### src/rtl/cpu_trace_pkg.sv
// Shared definitions for the CPU trace buffer: FSM encodings and trace entry layout.
// Entry layout, MSB to LSB: {pc, op, wa, we, y, z, c, st}.
package cpu_trace_pkg;

    typedef enum logic [1:0] {
        ST_IDLE  = 2'd0,
        ST_ARMED = 2'd1,
        ST_POST  = 2'd2,
        ST_DONE  = 2'd3
    } trc_state_e;

    function automatic int unsigned entry_w(input int unsigned pc_w, input int unsigned op_w,
                                            input int unsigned ra_w, input int unsigned data_w,
                                            input int unsigned st_w);
        return pc_w + op_w + ra_w + 1 + data_w + 2 + st_w;
    endfunction

    // LSB offset of each field; st sits at bit 0.
    function automatic int unsigned off_c(input int unsigned st_w);
        return st_w;
    endfunction

    function automatic int unsigned off_z(input int unsigned st_w);
        return st_w + 1;
    endfunction

    function automatic int unsigned off_y(input int unsigned st_w);
        return st_w + 2;
    endfunction

    function automatic int unsigned off_we(input int unsigned st_w, input int unsigned data_w);
        return st_w + 2 + data_w;
    endfunction

    function automatic int unsigned off_wa(input int unsigned st_w, input int unsigned data_w);
        return st_w + 2 + data_w + 1;
    endfunction

    function automatic int unsigned off_op(input int unsigned st_w, input int unsigned data_w,
                                           input int unsigned ra_w);
        return st_w + 2 + data_w + 1 + ra_w;
    endfunction

    function automatic int unsigned off_pc(input int unsigned st_w, input int unsigned data_w,
                                           input int unsigned ra_w, input int unsigned op_w);
        return st_w + 2 + data_w + 1 + ra_w + op_w;
    endfunction

endpackage

### src/rtl/cpu_trace_buffer_if.sv
// Sample tap and readout handshake between the CPU side and the trace buffer.
interface cpu_trace_buffer_if
    import cpu_trace_pkg::*;
#(
    parameter int unsigned DATA_W = 8,
    parameter int unsigned PC_W   = 8,
    parameter int unsigned OP_W   = 3,
    parameter int unsigned RA_W   = 2,
    parameter int unsigned ST_W   = 3
) ();
    localparam int unsigned E_W = entry_w(PC_W, OP_W, RA_W, DATA_W, ST_W);

    logic              smp_valid;
    logic [PC_W-1:0]   smp_pc;
    logic [OP_W-1:0]   smp_op;
    logic [RA_W-1:0]   smp_wa;
    logic              smp_we;
    logic [DATA_W-1:0] smp_y;
    logic              smp_z;
    logic              smp_c;
    logic [ST_W-1:0]   smp_st;

    logic              rd_req;
    logic              rd_valid;
    logic [E_W-1:0]    rd_data;
    logic              rd_last;

    modport master (
        output smp_valid, smp_pc, smp_op, smp_wa, smp_we, smp_y, smp_z, smp_c, smp_st,
        output rd_req,
        input  rd_valid, rd_data, rd_last
    );

    modport slave (
        input  smp_valid, smp_pc, smp_op, smp_wa, smp_we, smp_y, smp_z, smp_c, smp_st,
        input  rd_req,
        output rd_valid, rd_data, rd_last
    );

endinterface

### src/rtl/trace_ram.sv
// DEPTH x WIDTH simple dual-port RAM with registered read; maps onto block RAM.
module trace_ram #(
    parameter int unsigned DEPTH = 16,
    parameter int unsigned WIDTH = 8
) (
    input  logic                     clk,
    input  logic                     we,
    input  logic [$clog2(DEPTH)-1:0] waddr,
    input  logic [WIDTH-1:0]         wdata,
    input  logic                     re,
    input  logic [$clog2(DEPTH)-1:0] raddr,
    output logic [WIDTH-1:0]         rdata
);
    logic [WIDTH-1:0] mem_q [DEPTH];
    logic [WIDTH-1:0] rdata_q;

    always_ff @(posedge clk) begin
        if (we) begin
            mem_q[waddr] <= wdata;
        end
        if (re) begin
            rdata_q <= mem_q[raddr];
        end
    end

    assign rdata = rdata_q;

endmodule

### src/rtl/cpu_trace_buffer.sv
// On-chip CPU trace capture: circular/single-shot buffer around a PC/opcode trigger,
// frozen on completion and drained oldest-first over a request/valid handshake.
module cpu_trace_buffer
    import cpu_trace_pkg::*;
#(
    parameter int unsigned DATA_W    = 8,
    parameter int unsigned PC_W      = 8,
    parameter int unsigned OP_W      = 3,
    parameter int unsigned RA_W      = 2,
    parameter int unsigned ST_W      = 3,
    parameter int unsigned DEPTH     = 16,
    parameter int unsigned POST_TRIG = 8,
    parameter int unsigned TS_W      = 16
) (
    input  logic                     clk,
    input  logic                     reset,
    cpu_trace_buffer_if.slave        bus,
    input  logic                     arm,
    input  logic                     mode,
    input  logic                     trig_pc_en,
    input  logic [PC_W-1:0]          trig_pc,
    input  logic                     trig_op_en,
    input  logic [OP_W-1:0]          trig_op,
    output logic [1:0]               status,
    output logic [$clog2(DEPTH):0]   count,
    output logic [TS_W-1:0]          trig_ts
);
    localparam int unsigned AW  = $clog2(DEPTH);
    localparam int unsigned CW  = AW + 1;
    localparam int unsigned E_W = entry_w(PC_W, OP_W, RA_W, DATA_W, ST_W);

    localparam logic [CW-1:0] DEPTH_C = CW'(DEPTH);
    localparam logic [AW-1:0] POST_C  = AW'(POST_TRIG);
    localparam logic [AW-1:0] SHOT_C  = AW'(DEPTH - 1);

    trc_state_e      state_q, state_d;
    logic            mode_q, mode_d;
    logic [AW-1:0]   wptr_q, wptr_d;
    logic [CW-1:0]   count_q, count_d;
    logic [AW-1:0]   post_cnt_q, post_cnt_d;
    logic [TS_W-1:0] ts_q, ts_d;
    logic [TS_W-1:0] trig_ts_q, trig_ts_d;
    logic [CW-1:0]   rd_cnt_q, rd_cnt_d;
    logic            rd_valid_q, rd_valid_d;
    logic            rd_last_q, rd_last_d;

    logic            hit;
    logic            store;
    logic            ram_we;
    logic            ram_re;
    logic [AW-1:0]   rd_addr;
    logic [TS_W-1:0] ts_inc;
    logic [E_W-1:0]  entry;
    logic [E_W-1:0]  ram_rdata;

    assign entry = {bus.smp_pc, bus.smp_op, bus.smp_wa, bus.smp_we,
                    bus.smp_y, bus.smp_z, bus.smp_c, bus.smp_st};

    assign hit = bus.smp_valid & ((trig_pc_en & (bus.smp_pc == trig_pc)) |
                                  (trig_op_en & (bus.smp_op == trig_op)));

    assign ts_inc = (&ts_q) ? ts_q : ts_q + 1'b1;

    // Oldest entry sits count entries behind wptr; the low bits wrap for free.
    assign rd_addr = wptr_q - count_q[AW-1:0] + rd_cnt_q[AW-1:0];

    always_comb begin
        state_d    = state_q;
        mode_d     = mode_q;
        wptr_d     = wptr_q;
        count_d    = count_q;
        post_cnt_d = post_cnt_q;
        ts_d       = ts_q;
        trig_ts_d  = trig_ts_q;
        rd_cnt_d   = rd_cnt_q;
        rd_valid_d = 1'b0;
        rd_last_d  = 1'b0;
        store      = 1'b0;
        ram_re     = 1'b0;

        if (arm) begin
            state_d    = ST_ARMED;
            mode_d     = mode;
            wptr_d     = '0;
            count_d    = '0;
            post_cnt_d = '0;
            ts_d       = '0;
            trig_ts_d  = '0;
            rd_cnt_d   = '0;
        end else begin
            unique case (state_q)
                ST_IDLE: begin
                end
                ST_ARMED: begin
                    ts_d = ts_inc;
                    if (!mode_q) begin
                        store = bus.smp_valid;
                        if (hit) begin
                            trig_ts_d  = ts_inc;
                            post_cnt_d = POST_C;
                            state_d    = (POST_TRIG == 0) ? ST_DONE : ST_POST;
                        end
                    end else if (hit) begin
                        store      = 1'b1;
                        trig_ts_d  = ts_inc;
                        post_cnt_d = SHOT_C;
                        state_d    = ST_POST;
                    end
                end
                ST_POST: begin
                    if (bus.smp_valid) begin
                        store      = 1'b1;
                        post_cnt_d = post_cnt_q - 1'b1;
                        if (post_cnt_q == AW'(1)) begin
                            state_d = ST_DONE;
                        end
                    end
                end
                ST_DONE: begin
                    if (bus.rd_req && (rd_cnt_q != count_q)) begin
                        ram_re     = 1'b1;
                        rd_valid_d = 1'b1;
                        rd_cnt_d   = rd_cnt_q + 1'b1;
                        rd_last_d  = ((rd_cnt_q + 1'b1) == count_q);
                    end
                end
                default: begin
                end
            endcase
        end

        ram_we = store;
        if (store) begin
            wptr_d = wptr_q + 1'b1;
            if (count_q != DEPTH_C) begin
                count_d = count_q + 1'b1;
            end
        end
    end

    always_ff @(posedge clk or posedge reset) begin
        if (reset) begin
            state_q    <= ST_IDLE;
            mode_q     <= 1'b0;
            wptr_q     <= '0;
            count_q    <= '0;
            post_cnt_q <= '0;
            ts_q       <= '0;
            trig_ts_q  <= '0;
            rd_cnt_q   <= '0;
            rd_valid_q <= 1'b0;
            rd_last_q  <= 1'b0;
        end else begin
            state_q    <= state_d;
            mode_q     <= mode_d;
            wptr_q     <= wptr_d;
            count_q    <= count_d;
            post_cnt_q <= post_cnt_d;
            ts_q       <= ts_d;
            trig_ts_q  <= trig_ts_d;
            rd_cnt_q   <= rd_cnt_d;
            rd_valid_q <= rd_valid_d;
            rd_last_q  <= rd_last_d;
        end
    end

    trace_ram #(
        .DEPTH (DEPTH),
        .WIDTH (E_W)
    ) u_ram (
        .clk   (clk),
        .we    (ram_we),
        .waddr (wptr_q),
        .wdata (entry),
        .re    (ram_re),
        .raddr (rd_addr),
        .rdata (ram_rdata)
    );

    // RAM output register is unreset, so gate it to keep rd_data clean when idle.
    assign bus.rd_data  = rd_valid_q ? ram_rdata : '0;
    assign bus.rd_valid = rd_valid_q;
    assign bus.rd_last  = rd_last_q;
    assign status       = state_q;
    assign count        = count_q;
    assign trig_ts      = trig_ts_q;

endmodule

### src/flat_wrapper.sv
// flat-port wrapper written by rule: the top's interface ports become plain ports
module cpu_trace_buffer_flat import cpu_trace_pkg::*;
#(
    parameter int unsigned DATA_W    = 8,
    parameter int unsigned PC_W      = 8,
    parameter int unsigned OP_W      = 3,
    parameter int unsigned RA_W      = 2,
    parameter int unsigned ST_W      = 3,
    parameter int unsigned DEPTH     = 16,
    parameter int unsigned POST_TRIG = 8,
    parameter int unsigned TS_W      = 16
)
  (clk, reset, arm, mode, trig_pc_en, trig_pc, trig_op_en, trig_op, status, count, trig_ts, bus_smp_valid, bus_smp_pc, bus_smp_op, bus_smp_wa, bus_smp_we, bus_smp_y, bus_smp_z, bus_smp_c, bus_smp_st, bus_rd_req, bus_rd_valid, bus_rd_data, bus_rd_last);
  cpu_trace_buffer_if #(.DATA_W(DATA_W), .PC_W(PC_W), .OP_W(OP_W), .RA_W(RA_W), .ST_W(ST_W)) bus_i ();
  input  logic clk;
  input  logic reset;
  input  logic arm;
  input  logic mode;
  input  logic trig_pc_en;
  input  logic [PC_W-1:0] trig_pc;
  input  logic trig_op_en;
  input  logic [OP_W-1:0] trig_op;
  output logic [1:0] status;
  output logic [$clog2(DEPTH):0] count;
  output logic [TS_W-1:0] trig_ts;
  input wire logic [$bits(bus_i.smp_valid)-1:0] bus_smp_valid;
  input wire logic [$bits(bus_i.smp_pc)-1:0] bus_smp_pc;
  input wire logic [$bits(bus_i.smp_op)-1:0] bus_smp_op;
  input wire logic [$bits(bus_i.smp_wa)-1:0] bus_smp_wa;
  input wire logic [$bits(bus_i.smp_we)-1:0] bus_smp_we;
  input wire logic [$bits(bus_i.smp_y)-1:0] bus_smp_y;
  input wire logic [$bits(bus_i.smp_z)-1:0] bus_smp_z;
  input wire logic [$bits(bus_i.smp_c)-1:0] bus_smp_c;
  input wire logic [$bits(bus_i.smp_st)-1:0] bus_smp_st;
  input wire logic [$bits(bus_i.rd_req)-1:0] bus_rd_req;
  output wire logic [$bits(bus_i.rd_valid)-1:0] bus_rd_valid;
  output wire logic [$bits(bus_i.rd_data)-1:0] bus_rd_data;
  output wire logic [$bits(bus_i.rd_last)-1:0] bus_rd_last;
  assign bus_i.smp_valid = bus_smp_valid;
  assign bus_i.smp_pc = bus_smp_pc;
  assign bus_i.smp_op = bus_smp_op;
  assign bus_i.smp_wa = bus_smp_wa;
  assign bus_i.smp_we = bus_smp_we;
  assign bus_i.smp_y = bus_smp_y;
  assign bus_i.smp_z = bus_smp_z;
  assign bus_i.smp_c = bus_smp_c;
  assign bus_i.smp_st = bus_smp_st;
  assign bus_i.rd_req = bus_rd_req;
  assign bus_rd_valid = bus_i.rd_valid;
  assign bus_rd_data = bus_i.rd_data;
  assign bus_rd_last = bus_i.rd_last;
  cpu_trace_buffer #(.DATA_W(DATA_W), .PC_W(PC_W), .OP_W(OP_W), .RA_W(RA_W), .ST_W(ST_W), .DEPTH(DEPTH), .POST_TRIG(POST_TRIG), .TS_W(TS_W)) u_core (.clk(clk), .reset(reset), .bus(bus_i), .arm(arm), .mode(mode), .trig_pc_en(trig_pc_en), .trig_pc(trig_pc), .trig_op_en(trig_op_en), .trig_op(trig_op), .status(status), .count(count), .trig_ts(trig_ts));
endmodule
### config.mk
export PLATFORM = sky130hd
export DESIGN_NAME = cpu_trace_buffer_flat
export DESIGN_NICKNAME = d
export VERILOG_FILES = /design/src/rtl/cpu_trace_pkg.sv /design/src/rtl/cpu_trace_buffer_if.sv /design/src/rtl/trace_ram.sv /design/src/rtl/cpu_trace_buffer.sv /design/src/flat_wrapper.sv
export SDC_FILE = /design/constraint.sdc
export NUM_CORES = 1
export LEC_CHECK = 0
export BUFFER_PORTS_ARGS = -buffer_cell sky130_fd_sc_hd__buf_4
export CORE_ASPECT_RATIO = 1.4
export CORE_UTILIZATION = 50
export DETAILED_ROUTE_END_ITERATION = 16
export HOLD_SLACK_MARGIN = 0.06
export PLACE_DENSITY = 0.73
export SYNTH_ARGS = -nofsm -noshare
export SYNTH_HDL_FRONTEND = slang
export SYNTH_SLANG_ARGS = --single-unit
### constraint.sdc
create_clock -name clk -period 3.5 [get_ports clk]
set_input_delay 0.35 -clock clk [delete_from_list [all_inputs] [get_ports clk]]
set_output_delay 0.35 -clock clk [all_outputs]
set_load 0.01 [all_outputs]
==> flow_metrics.tcl, run 1 <==
set metrics [dict create \
    path_cells "inv_1 > fa_1 > inv_1 > fa_4 > buf_12 > mux4_2 > mux4_2" \
    crit_slowest_cell "fa_4" \
    drtAntennaViolNets 0 \
    period_share 0.971 \
    routedWlPerCell_um 25.0 \
    hold_viol 0 \
    first_global_vias 10564 \
    num-nets-final 1248 \
    setup_total_negative_slack_ns 0 \
    drive_gt1_frac 0.297 \
    grt_max_degree 57 \
    drc 0 \
    hpwlAfterDp_um 24600 \
    ir_worst_vdd_mv 0.476 \
    ys_ff_latch 514 \
    yosysMostFrequentCell "edfxtp_1" \
    met1Wirelength_um 16600 \
    numCtsBuffers 47 \
    clock_path_buffers 3 \
    synth_cells 1037 \
    clkSinkCount 514 \
    routed_via_density 5.79 \
    cts_tree "done" \
    gr-usage-all-layers 0.213 \
    die-area_um2 42200 \
    p_leak_nw 8.05 \
    fin_skew_ns 0.0181 \
    tightest_slew_ns 1.05 \
    grt_pass1_wl_um 65800 \
    fin_crit_ns 3.40 \
    synthTopCellsByCount "459 x edfxtp_1, 128 x mux4_2, 55 x dfrtp_1" \
    first_iter_violations 810 \
    drv_slew 0 \
    yosys.area.top_type "edfxtp_1" \
    async_flop_share 0.107 \
    clk_pin_slew_ns 0.06 \
    status "completed" \
    antenna_found_initial 0 \
    synth_nets 1105 \
    wl_met2_um 23400 \
    holdWs_ns 0.0767 \
    synth_top_area_frac 0.666 \
    yosysUniqueCellTypes 58 \
    synth_area_um2 20700 \
    cp-end-kind "flip-flop" \
    yosys_most_used_dff "edfxtp_1" \
    die_h_um 243 \
    worstPathMaxFanout 30 \
    start_util 0.511 \
    fin_cells 1748 \
    slowest_delay_ns 0.92 \
    fmax_mhz 294 \
    yosysWarnings 0 \
    rows 87 \
    crit_required_ns 3.80 \
    fill_cells 2908 \
    synth_edf_count 459 \
    insertedDiodeCount 0 \
    core_area_um2 40500 \
    cp.arrival_ns 3.70 \
    routed-via-count 10127 \
    gp_congestion 0.825 \
    area_growth_pct 16.2 \
    ios 98 \
    synth_area_leaders "edfxtp_1 67%, mux4_2 14%, dfrtp_1 6.6%" \
    dp.cells 1663 \
    holdCritPathClass "in2reg" \
    cp-start-kind "flip-flop" \
    grt_setup_unrepaired "no" \
    yosysSeqAreaShare 0.732 \
    drv_cap 0 \
    die_w_um 174 \
    highest_layer "met4" \
    routed-wl-met3_um 2630 \
    io_buffers 97 \
    first_pass_iters 4 \
    critPathKind "reg2reg" \
    synth_area_per_cell_um2 20.0 \
    cts_max_level 2 \
    clock_latency_ns 0.57 \
    wirelength_um 43700 \
    power_density_nw_per_um2 616 \
    slew-limit-headroom 0.298 \
    post_cts_buffers 0 \
    finalSetupViolCount 0 \
    root_buffer "clkbuf_16" \
    grt.overflow.total 0 \
]
[logic make-up after synthesis]
family	after synthesis	share of synthesized area
adders and majority gates	22	0.0144
DFF	514	0.732
and+or+nand+nor	192	0.0476
muxes	147	0.154
xor gates and xnor gates	45	0.0203
buffers and inverters	63	0.0132
AOI/OAI and AO/OA	54	0.0178
[report_power, final]
part / internal (mW) / switching, mW / leakage, nW / total [mW]
registers: 6.84 / 0.0476 / 4.88 / 6.89
logic: 1.66 / 1.36 / 2.46 / 3.02
clock network: 2.76 / 2.13 / 0.704 / 4.89
total: 11.3 / 3.54 / 8.05 / 14.8
[worst paths after layout]
path                                   startpoint                        end  slack, ns  depth (start not counted)
worst max-delay path             u_core.wptr_q[1]     u_core.u_ram.rdata[23]        0.1                          7
worst min-delay path                 bus_smp_y[6]  u_core.u_ram.mem_q[4][11]       0.08                          1
worst min register to register  u_core.trig_ts[9]          u_core.trig_ts[9]       0.50                          2
min in group asynchronous                   reset          u_core.trig_ts[2]       0.59                          3
worst max register to register   u_core.wptr_q[1]     u_core.u_ram.rdata[23]        0.1                          7
max in group asynchronous                   reset            u_core.count[0]       2.18                          4
[area by class of cell]
| type | instances | area (um2) | share of cell area |
|---|---|---|---|
| flip-flops and latches | 514 | 15200 | 0.631 |
| multi-input cells | 460 | 5350 | 0.222 |
| well taps | 534 | 668 | 0.0278 |
| inverters | 20 | 75.1 | 0.00312 |
| repair buffers | 137 | 1330 | 0.0555 |
| clock inverters | 23 | 203 | 0.00843 |
| clock buffers | 60 | 1260 | 0.0523 |
[sequential cells by signal, indices dropped and copies added, names as in the netlist, 2 cells and up]
register,count
u_core.trig_ts,16
u_core.u_ram.rdata,27
u_core.post_cnt_q,4
u_core.ts_q,16
u_core.rd_cnt_q,5
u_core.wptr_q,4
u_core.u_ram.mem_q,432
u_core.count,5
u_core.status,2
[per-stage QoR]
| stage | cell area [um2] | worst slack, ns | util | power (mW) |
|---|---|---|---|---|
| 6_report | 24000 | 0.0999 | 0.594 | 14.8 |
| 5_1_grt | 24000 | 0.0125 | 0.594 | 15.3 |
| 4_1_cts | 24000 | 0.0396 | 0.594 | 14.9 |
| 3_5_place_dp | 22600 | 0.130 | 0.557 | 10.1 |
| 3_3_place_gp | 22600 | 0.196 | 0.557 | 10.0 |
| 2_1_floorplan | 20700 | 0.0959 | - | 9.24 |
[per-layer routing]
metal | global-route usage | vias to the layer above
li1 | - | 4443
met1 | 0.270 | 5240
met2 | 0.379 | 376
met3 | 0.0335 | 68
met4 | 0.0611 | 0
met5 | 0 | -
[worst max-delay path: cells and delay by family (launching register included)]
family                     cells  cell delay [ns]
DFF                            1             0.41
muxes                          2             0.84
adders and majority gates      2             1.43
buffers and inverters          3             0.43
[cell usage in the layout (no fill, tap or decap), types with 3 or more instances in the layout]
cell type  netlist  routed
a211oi_1         4       4
a21o_1           7       7
a21oi_1         12      12
a22o_1           4       4
and2_1          37      28
and2_2           0       9
and3_1           8       5
and3_2           0       3
buf_12           0      24
buf_4            1     111
bufinv_16        0       3
clkbuf_1        26      11
clkbuf_16        0      48
clkinv_1         0       9
clkinv_2         0       5
dfrtp_1         55      55
edfxtp_1       459     459
ha_1            19      18
inv_1           20      19
mux2_2           4       4
mux2i_1          8       8
mux4_1           7       6
mux4_2         128     129
nand2_1         37      37
nand2b_1         7       7
nand3_1         14      14
nand4_1          8       8
nor2_1          47      44
nor2_4           0       3
nor2b_1          7       6
nor3_1          11      10
o21ai_0         11      11
o31ai_1          3       3
or3_1            3       3
xnor2_1         31      30
xor2_1          12      12
[repair_timing]
action,CTS,global route
hold buffers,2,0
endpoints found under the hold margin,37,0
gates resized for setup,0,1
endpoints found under the setup margin,0,1
Note: power is estimated with default switching activity, not from simulation.
==> run 2: changes to the inputs <==
ABC_AREA = 1   (was default)
==> run 2 against run 1 <==
Compared with the run above: sequential power is 2% higher; clock power down 2%; combinational power grew 78%; non-clock buffer count rose by 12; hold slack improved by 0.0065 ns; register-to-register slack better by 0.24 ns; sequential share of layout area shrank 1.7 points; design area increased by 2.7%; die area up 3.5%; via count up 36%; routed wire length up 14%.
==> flow_metrics.tcl, run 2 <==
set metrics [dict create \
    top_register "u_core.u_ram.mem_q" \
    first_pass_iters 5 \
    largest_reg_flops 432 \
    drive_gt1_frac 0.130 \
    cp-end-kind "flip-flop" \
    finish.instance_area_um2 24700 \
    async_flop_share 0.107 \
    start_util 0.508 \
    most-common-layout-cells "459 x edfxtp_1, 283 x nand2_1, 192 x nor2_1" \
    cts_tree "done" \
    layout_setup_ws_ns 0.335 \
    routedWlPerCell_um 20.9 \
    dp_slack_ns 0.334 \
    post_cts_buffers 0 \
    ios 98 \
    insertedDiodeCount 0 \
    synth_nets 1775 \
    fin_crit_ns 3.16 \
    synth_top_area_frac 0.643 \
    hpwlAfterDp_um 27400 \
    num-nets-final 1874 \
    grt_use_met2 0.414 \
    io_buffers 97 \
    place_area_um2 23200 \
    p_leak_nw 8.94 \
    grtUsageMet3 0.0281 \
    routed-via-count 13763 \
    cts_resized 0 \
    ys_ff_latch 514 \
    clk_pin_slew_ns 0.07 \
    drv_cap 0 \
    hold_viol 0 \
    routed_via_density 5.77 \
    grt_pass1_wl_um 76200 \
    grt_max_degree 123 \
    worstPathMaxFanout 70 \
    first_global_vias 13691 \
    synth_area_um2 21400 \
    fmax_mhz 316 \
    core_area_um2 42200 \
    clkSinkCount 514 \
    use_met1 0.282 \
    synth_area_per_cell_um2 12.6 \
    yosysMostFrequentCell "edfxtp_1" \
    cts_hold_buf 10 \
    first_iter_violations 1245 \
    grt.overflow.total 0 \
    yosysUniqueCellTypes 38 \
    tightest_slew_ns 1.06 \
    drv_slew 0 \
    synth_cells 1707 \
    slew-limit-headroom 0.292 \
    finalSetupViolCount 0 \
    final_common_cell "edfxtp_1" \
    period_share 0.904 \
    die-area_um2 43700 \
    grt_setup_unrepaired "no" \
    fin_skew_ns 0.0162 \
    grt.busiest_layer "met2" \
    cts_max_level 2 \
    yosysSeqAreaShare 0.707 \
    cp-start-kind "flip-flop" \
    die_w_um 177 \
    critPathKind "reg2reg" \
    yosys.area.top_type "edfxtp_1" \
    root_buffer "clkbuf_16" \
    yosys_most_used_dff "edfxtp_1" \
    synth_edf_count 459 \
    cp.arrival_ns 3.61 \
    setup_total_negative_slack_ns 0 \
    wirelength_um 50000 \
    yosysWarnings 0 \
    crit_required_ns 3.95 \
    synth_area_leaders "edfxtp_1 64%, dfrtp_1 6.4%, nand2_1 5.0%" \
    area_growth_pct 15.2 \
    numCtsBuffers 46 \
    clock_path_buffers 3 \
    gr-usage-all-layers 0.231 \
    clock_latency_ns 0.57 \
    ir_worst_vdd_mv 0.469 \
    die_h_um 247 \
    rows 89 \
    holdCritPathClass "in2reg" \
    drtAntennaViolNets 0 \
    drc 0 \
    status "completed" \
    synthTopCellsByCount "459 x edfxtp_1, 283 x nand2_1, 208 x nor2_1" \
    gp_congestion 0.927 \
    antenna_found_initial 0 \
    power_density_nw_per_um2 696 \
]
-- run 2: where the power goes --
part	leakage, nW	total (mW)	internal, mW	switching (mW)
Clock	0.706	4.79	2.61	2.18
Combinational	3.35	5.38	1.86	3.52
Sequential	4.88	7.02	6.94	0.0844
-- run 2: area by class of cell --
cell class              instances  area [um2]
fillers                      3172       17500
flip-flops and latches        514       15200
multi-input cells            1002        5640
repair buffers                149        1420
clock buffers                  55        1240
well taps                     546         683
inverters                      93         357
clock inverters                28         195
-- run 2: path summary, 6_finish.rpt --
| kind | start | endpoint | slack (ns) | depth (start not counted) |
|---|---|---|---|---|
| setup / recovery | u_core.wptr_q[0] | u_core.u_ram.rdata[2] | 0.34 | 10 |
| hold / removal | bus_smp_wa[0] | u_core.u_ram.mem_q[15][14] | 0.08 | 1 |
| setup reg to reg | u_core.wptr_q[0] | u_core.u_ram.rdata[2] | 0.34 | 10 |
| hold reg to reg | u_core.trig_ts[6] | u_core.trig_ts[6] | 0.50 | 2 |
| max in group asynchronous | reset | u_core.ts_q[15] | 2.17 | 4 |
| min in group asynchronous | reset | u_core.trig_ts[3] | 0.59 | 3 |
-- run 2: layer usage --
layer | up-vias | routed length [um]
li1 | 6372 | -
met4 | 0 | 1800
met5 | - | 0
met3 | 119 | 3020
met1 | 6732 | 19200
met2 | 540 | 25900
-- run 2: cell families after synthesis --
family	synth area share
XOR/XNOR	0.0145
multiplexers	0.0257
AO/OA/AOI/OAI	0.0972
AND/OR/NAND/NOR	0.104
buffers and inverters	0.0368
flip-flops	0.707
adder cells (fa/ha/maj)	0.0139
-- run 2: stage by stage --
stage	util	total power [mW]	hold slack [ns]	cells
after global placement	0.549	12.3	0.467	2294
final	0.585	17.2	0.0831	2387
after global routing	0.585	18.0	0.0866	2387
after floorplan	-	10.9	0.449	1707
after detailed placement	0.549	12.5	0.472	2294
after CTS	0.585	17.3	0.0614	2387
-- run 2: worst max-delay path: stages (launching register included) --
cell and delay, ns:
dfrtp_1 0.42, inv_1 0.12, ha_1 0.29, inv_1 0.06, ha_4 0.16, fa_4 0.99
buf_12 0.31, o21ai_0 0.17, o221ai_1 0.27, o311ai_1 0.16, nand2_1 0.09
